===== src/rtl/pc_fetch_unit_pkg.sv =====
// Shared constants for the fetch front end: next-PC select encodings and fetch FSM states.
// The PC_OP_LEN macro is kept for older files that size pc_op with it.
`ifndef PC_OP_LEN
`define PC_OP_LEN 3
`endif

package pc_fetch_unit_pkg;

  localparam int PC_OP_LEN = `PC_OP_LEN;

  localparam logic [PC_OP_LEN-1:0] PC_OP_NEXT_STEP  = PC_OP_LEN'(0);
  localparam logic [PC_OP_LEN-1:0] PC_OP_OFFSET_JMP = PC_OP_LEN'(1);
  localparam logic [PC_OP_LEN-1:0] PC_OP_IMM_JMP    = PC_OP_LEN'(2);
  localparam logic [PC_OP_LEN-1:0] PC_OP_REG_JMP    = PC_OP_LEN'(3);

  typedef enum logic [1:0] {
    FETCH_ST_BOOT  = 2'd0,
    FETCH_ST_FETCH = 2'd1,
    FETCH_ST_HOLD  = 2'd2,
    FETCH_ST_ERR   = 2'd3
  } fetch_st_e;

  // Branch displacement is a signed word count; turn it into a byte offset.
  function automatic logic [31:0] sext_word_offset(input logic [15:0] imm);
    return {{14{imm[15]}}, imm, 2'b00};
  endfunction

endpackage


===== src/rtl/pc_fetch_unit_next_pc.sv =====
// Combinational next-PC selection used at instruction retire.
// A misaligned register target is flagged so the caller can keep the PC unchanged.
module next_pc_calc
  import pc_fetch_unit_pkg::*;
(
  input  logic [31:0]          pc,
  input  logic [25:0]          inst_index,
  input  logic [PC_OP_LEN-1:0] pc_op,
  input  logic [31:0]          reg_target,
  output logic [31:0]          npc,
  output logic                 misalign
);

  logic [31:0] pc_plus4;

  assign pc_plus4 = pc + 32'd4;

  always_comb begin
    npc      = pc_plus4;
    misalign = 1'b0;
    case (pc_op)
      PC_OP_OFFSET_JMP: npc = pc_plus4 + sext_word_offset(inst_index[15:0]);
      PC_OP_IMM_JMP:    npc = {pc_plus4[31:28], inst_index, 2'b00};
      PC_OP_REG_JMP: begin
        npc      = reg_target;
        misalign = |reg_target[1:0];
      end
      default:          npc = pc_plus4;
    endcase
  end

endmodule


===== src/rtl/pc_fetch_unit.sv =====
// Non-pipelined instruction fetch front end: holds the PC, fetches one word per
// instruction over a req/rvalid port and presents the decoded fields until retire.
module pc_fetch_unit
  import pc_fetch_unit_pkg::*;
#(
  parameter logic [31:0] RESET_PC    = 32'h0000_0000,
  parameter int          TIMEOUT_CYC = 16
) (
  input  logic                 clk,
  input  logic                 rst,
  input  logic [PC_OP_LEN-1:0] pc_op,
  input  logic [31:0]          reg_target,
  input  logic                 inst_done,
  input  logic                 stall,
  output logic                 imem_req,
  output logic [31:0]          imem_addr,
  input  logic                 imem_rvalid,
  input  logic [31:0]          imem_rdata,
  output logic                 inst_valid,
  output logic [31:0]          inst,
  output logic [5:0]           inst_op,
  output logic [5:0]           instR_func,
  output logic [31:0]          pc,
  output logic [31:0]          pc_plus4,
  output logic                 fetch_err
);

  localparam int CNT_W = $clog2(TIMEOUT_CYC + 1);
  localparam logic [CNT_W-1:0] TMO_LAST = CNT_W'(TIMEOUT_CYC - 1);

  fetch_st_e        state, state_next;
  logic [CNT_W-1:0] tmo_cnt;
  logic [31:0]      npc;
  logic             misalign;
  logic             resp_accept;
  logic             tmo_hit;
  logic             retire_ok;
  logic             retire_bad;

  next_pc_calc u_next_pc (
    .pc         (pc),
    .inst_index (inst[25:0]),
    .pc_op      (pc_op),
    .reg_target (reg_target),
    .npc        (npc),
    .misalign   (misalign)
  );

  always_ff @(posedge clk) begin
    if (rst) state <= FETCH_ST_BOOT;
    else     state <= state_next;
  end

  // BOOT lasts one cycle so a response left over from before reset is never latched.
  always_comb begin
    state_next  = state;
    resp_accept = 1'b0;
    tmo_hit     = 1'b0;
    retire_ok   = 1'b0;
    retire_bad  = 1'b0;
    case (state)
      FETCH_ST_BOOT: state_next = FETCH_ST_FETCH;
      FETCH_ST_FETCH: begin
        if (imem_rvalid) begin
          resp_accept = 1'b1;
          state_next  = FETCH_ST_HOLD;
        end else if (tmo_cnt == TMO_LAST) begin
          tmo_hit    = 1'b1;
          state_next = FETCH_ST_ERR;
        end
      end
      FETCH_ST_HOLD: begin
        if (inst_done && !stall) begin
          if (misalign) begin
            retire_bad = 1'b1;
            state_next = FETCH_ST_ERR;
          end else begin
            retire_ok  = 1'b1;
            state_next = FETCH_ST_FETCH;
          end
        end
      end
      FETCH_ST_ERR:  state_next = FETCH_ST_ERR;
      default:       state_next = FETCH_ST_BOOT;
    endcase
  end

  always_comb begin
    imem_req   = (state == FETCH_ST_FETCH);
    inst_valid = (state == FETCH_ST_HOLD);
  end

  always_ff @(posedge clk) begin
    if (rst) begin
      pc        <= RESET_PC;
      inst      <= '0;
      fetch_err <= 1'b0;
      tmo_cnt   <= '0;
    end else begin
      if (resp_accept) inst <= imem_rdata;
      if (retire_ok)   pc   <= npc;
      if (tmo_hit || retire_bad) fetch_err <= 1'b1;
      if (state == FETCH_ST_FETCH && !resp_accept && !tmo_hit) tmo_cnt <= tmo_cnt + 1'b1;
      else                                                     tmo_cnt <= '0;
    end
  end

  assign imem_addr  = pc;
  assign pc_plus4   = pc + 32'd4;
  assign inst_op    = inst[31:26];
  assign instR_func = inst[5:0];

endmodule


===== config.mk =====
export PLATFORM = sky130hd
export DESIGN_NAME = pc_fetch_unit
export DESIGN_NICKNAME = d
export VERILOG_FILES = /design/src/rtl/pc_fetch_unit_pkg.sv /design/src/rtl/pc_fetch_unit_next_pc.sv /design/src/rtl/pc_fetch_unit.sv
export SDC_FILE = /design/constraint.sdc
export NUM_CORES = 1
export LEC_CHECK = 0
export ABC_AREA = 1
export CAP_MARGIN = 20
export CORE_AREA = 2 2 139 141
export CTS_BUF_LIST = sky130_fd_sc_hd__clkbuf_8
export DETAILED_ROUTE_END_ITERATION = 8
export DIE_AREA = 0 0 141 143
export PLACE_DENSITY_LB_ADDON = 0.05
export SLEW_MARGIN = 10
export SYNTH_ARGS = -nofsm -noshare
export SYNTH_HDL_FRONTEND = slang
export SYNTH_SLANG_ARGS = --single-unit
export TNS_END_PERCENT = 20

===== constraint.sdc =====
create_clock -name clk -period 4.75 [get_ports clk]
set_clock_uncertainty 0.15 [all_clocks]
set_input_delay 0.7125 -clock clk [delete_from_list [all_inputs] [get_ports clk]]
set_output_delay 0.7125 -clock clk [all_outputs]
set_load 0.02 [all_outputs]

==> run summary <==
========================================================================================
Die area                                                                      20,200 µm²
Number of max-slew violations in the final report                                      0
Yosys reg bits                                                                        72
Largest cells by area after synthesis                                       sky130_fd_sc_hd__dfxtp_1, sky130_fd_sc_hd__nand2_1, sky130_fd_sc_hd__a21oi_1
Hold-fix buffer count after cts                                                        0
Ratio of routed vias to standard cells                                              4.99
Count of max-cap constraint violations                                                 0
Run status                                                                  finished clean
Net count after synthesis                                                          1,158
Total half-perimeter wirelength after legalization and detailed placement      20,100 µm
Worst Reg2Reg Path Length in Cells                                                    19
Summed instance area of the synthesized netlist                                 6450 µm²
Count of pins on the block boundary                                                  215
Area grow syn2layout                                                               33.7%
Max H-tree Level                                                                       3
Core footprint                                                                18,600 µm²
Drt initial violations                                                               421
Endpoints failing hold                                                                 0
Clk sinks                                                                             72
R2r startpoint                                                              imem_addr[3]$_SDFFE_PP0P_
Most frequent cells after synthesis                                         sky130_fd_sc_hd__nand2_1, sky130_fd_sc_hd__inv_1, sky130_fd_sc_hd__a21oi_1, sky130_fd_sc_hd__nor2_1, sky130_fd_sc_hd__dfxtp_1
Post-synthesis cell type count                                                        47
Die X                                                                             141 µm
Worst setup path category                                                   flip-flop to output port
List of cells traversed by the critical path                                ha_1, nand2_2, inv_1, nand2_1, nor2_1, a21o_1, nand2_1, inv_1, clkdlybuf4s50_1
Design Power                                                                     1.52 mW
CP required                                                                      3.89 ns
Total area of sequential cells                                                  1440 µm²
CP max stage delay                                                               0.62 ns
Total wire length after detailed routing                                       25,000 µm
Avg Synthesized Cell Area                                                       6.17 µm²
Fillers                                                                            1,968
Top_reg_cell synth                                                          sky130_fd_sc_hd__dfxtp_1
TritonCTS buffer count                                                                 9
Vias post-DR                                                                       7,197
Total setup violations reported at the end of the flow                                 0
Number of iterations in the first detailed-routing pass                                5
EDFF count, synth                                                                      0
Worst Hold Path Cells                                                                  1
Category of the worst setup path capture point                               output port
Post-Syn Instances                                                                 1,046
Sum Neg Setup Slack                                                                 0 ns
Source-to-sink clock delay at the later pin of the worst-skew pair               0.37 ns
Number of inserted diodes                                                              0
Sort of element at the start of the critical path                              flip-flop
Ratio of total power to cell area                                             176 nW/µm²
Hold Path End                                                               tmo_cnt[0]$_SDFF_PP0_
Global-route usage over all layers                                                 24.5%
Number of standard-cell rows in the floorplan                                         50
Master of the slowest instance on the critical path                         sky130_fd_sc_hd__clkdlybuf4s50_1
Register clock-pin slew on the reported worst setup and hold paths               0.09 ns
Remaining Overflow, GRT                                                                0
Reg-to-reg slack, setup                                                          1.21 ns
Async S/R FF share, synth                                                             0%
Via count of the first global-routing pass                                         6,654
CTS resizes                                                                            0
Setup Buffers After CTS                                                                0
Maximum fanout encountered on the critical timing path                                 6
Capture instance of the worst register-to-register path                     imem_addr[23]$_SDFFE_PP0P_
Period Utilization, post-route                                                     76.8%
Peak VDD IR                                                                       135 µV
CTS Buffer Depth                                                                       2
Antenna viol nets, final                                                               0
Number of antenna violations at the first check in global routing                      1
Minimum clock period after layout                                                3.65 ns
Placed cell area                                                                8450 µm²
Worst max-slew margin expressed relative to the limit                              31.5%
Placer congestion estimate                                                         0.883
Number of DRC violations after detailed routing                                        0
Type of the tightest min-delay check                                        flip-flop to flip-flop
CTS tree                                                                             yes
Data arrival time of the critical path                                           2.79 ns
Leakage power                                                                    3.80 nW
Post-detailed-route wirelength per cell                                          17.4 µm
Die extent in y                                                                   143 µm
Pin count of the biggest net entering global routing                                  43
Clock tree root driver cell                                                 sky130_fd_sc_hd__clkbuf_8
Share of the core filled with cells                                                46.4%
Fraction of post-synthesis cell area in the top cell type by area                  22.3%
Number of synthesis warnings                                                           0
Layout Cell Area excl Fill                                                      8630 µm²
Slew at the pin with the worst max-slew slack                                    1.03 ns
Initial cell density of the core                                                   34.7%
Seq/Total Area, Yosys                                                              22.3%
Net total in the final layout                                                      1,315
Fraction of layout instances using a drive strength above 1                        4.97%
Worst Hold Launch                                                           tmo_cnt[0]$_SDFF_PP0_
Multi-input gate area in the final layout                                       4030 µm²
Global-route wire length before repair                                         37,700 µm
Number of buffers added on ports                                                     214
Maximum operating frequency                                                    0.274 GHz
Cell type contributing the most total cell area after synthesis             sky130_fd_sc_hd__dfxtp_1
RSZ-0062 raised after global routing                                                  no
Most common cell in the netlist                                             sky130_fd_sc_hd__nand2_1
========================================================================================
power breakdown:
group | total, mW | switching [mW] | leakage [nW] | internal (mW)
Combinational | 0.378 | 0.204 | 3.12 | 0.174
Clock | 0.478 | 0.282 | 0.0919 | 0.196
Sequential | 0.664 | 0.0385 | 0.584 | 0.626
cell usage in the layout, fill, tap and decap left out, types with 2 or more instances in the layout:
cell                              count
sky130_fd_sc_hd__a31oi_1              3
sky130_fd_sc_hd__nor3b_1              2
sky130_fd_sc_hd__a22oi_1             11
sky130_fd_sc_hd__a21oi_2              2
sky130_fd_sc_hd__nand4_1              5
sky130_fd_sc_hd__inv_1              130
sky130_fd_sc_hd__nand3_1             61
sky130_fd_sc_hd__a21oi_1            105
sky130_fd_sc_hd__nand3b_1             8
sky130_fd_sc_hd__buf_4                7
sky130_fd_sc_hd__a41oi_1              5
sky130_fd_sc_hd__nand2_2              6
sky130_fd_sc_hd__o21ai_0             43
sky130_fd_sc_hd__o21ai_1              3
sky130_fd_sc_hd__and2_1               3
sky130_fd_sc_hd__dfxtp_1             72
sky130_fd_sc_hd__a21o_1               5
sky130_fd_sc_hd__or2_2               10
sky130_fd_sc_hd__nor2_4               3
sky130_fd_sc_hd__a211oi_1             2
sky130_fd_sc_hd__ha_1                39
sky130_fd_sc_hd__o21bai_1             7
sky130_fd_sc_hd__a221oi_1            10
sky130_fd_sc_hd__nand2_1            302
sky130_fd_sc_hd__xor2_1              12
sky130_fd_sc_hd__nor2_2               8
sky130_fd_sc_hd__inv_6                2
sky130_fd_sc_hd__clkbuf_8             9
sky130_fd_sc_hd__nor2_1              83
sky130_fd_sc_hd__clkinv_2             2
sky130_fd_sc_hd__xnor2_1              9
sky130_fd_sc_hd__nor3_1               9
sky130_fd_sc_hd__clkdlybuf4s50_1    213
how the worst max path moves through the flow:
stage / start / end
after global placement: imem_addr[3]$_SDFFE_PP0P_ / imem_addr[31]$_SDFFE_PP0P_
final: imem_addr[3]$_SDFFE_PP0P_ / pc_plus4[30]
after detailed placement: imem_addr[3]$_SDFFE_PP0P_ / imem_addr[23]$_SDFFE_PP0P_
after floorplan: imem_addr[3]$_SDFFE_PP0P_ / imem_addr[31]$_SDFFE_PP0P_
after global routing: imem_addr[4]$_SDFFE_PP0P_ / imem_addr[30]$_SDFFE_PP0P_
after CTS: imem_addr[3]$_SDFFE_PP0P_ / pc_plus4[30]
routing by layer:
metal	vias to the layer above	global-route usage (%)	wire length (µm)
met5	-	0	11
met4	2	4.58	226
met3	21	5.10	1780
met2	236	39.5	11300
met1	3271	34.0	11700
li1	3667	-	-
cells by family after synthesis:
kind of cell,count (synthesis),synth area share (%)
flops,72,22.3
xor+xnor,23,3.36
buf+inv,206,15.2
compound gates,200,17.7
simple gates,505,33.6
fa+ha+maj,40,7.87
critical path: cells and delay by family (launching register included):
kind | cells | cell delay, ns
flops | 1 | 0.44
compound gates | 1 | 0.17
simple gates | 4 | 0.64
buf+inv | 3 | 0.89
fa+ha+maj | 1 | 0.28
sequential cells by signal (all words and copies together) (netlist names):
register / flops
state: 2
inst: 32
imem_addr: 32
fetch_err: 1
tmo_cnt: 5
metrics by stage:
stage / setup slack [ns] / std cells / hold WS [ns]
global route: 0.886 / 1442 / 0.337
CTS: 1.06 / 1442 / 0.314
global placement: 1.24 / 1426 / 0.283
finish: 1.10 / 1442 / 0.316
detailed placement: 1.23 / 1426 / 0.293
floorplan: 1.55 / 1046 / 0.268
final cells by class:
cell class / count / area share, %
Multi-Input combinational cell: 768 / 46.7
Tap cell: 234 / 3.39
Timing Repair Buffer: 221 / 25.4
Clock buffer: 9 / 1.44
Inverter: 131 / 5.70
Sequential cell: 72 / 16.7
Clock inverter: 7 / 0.638
Note: power is estimated with default switching activity, not from simulation.
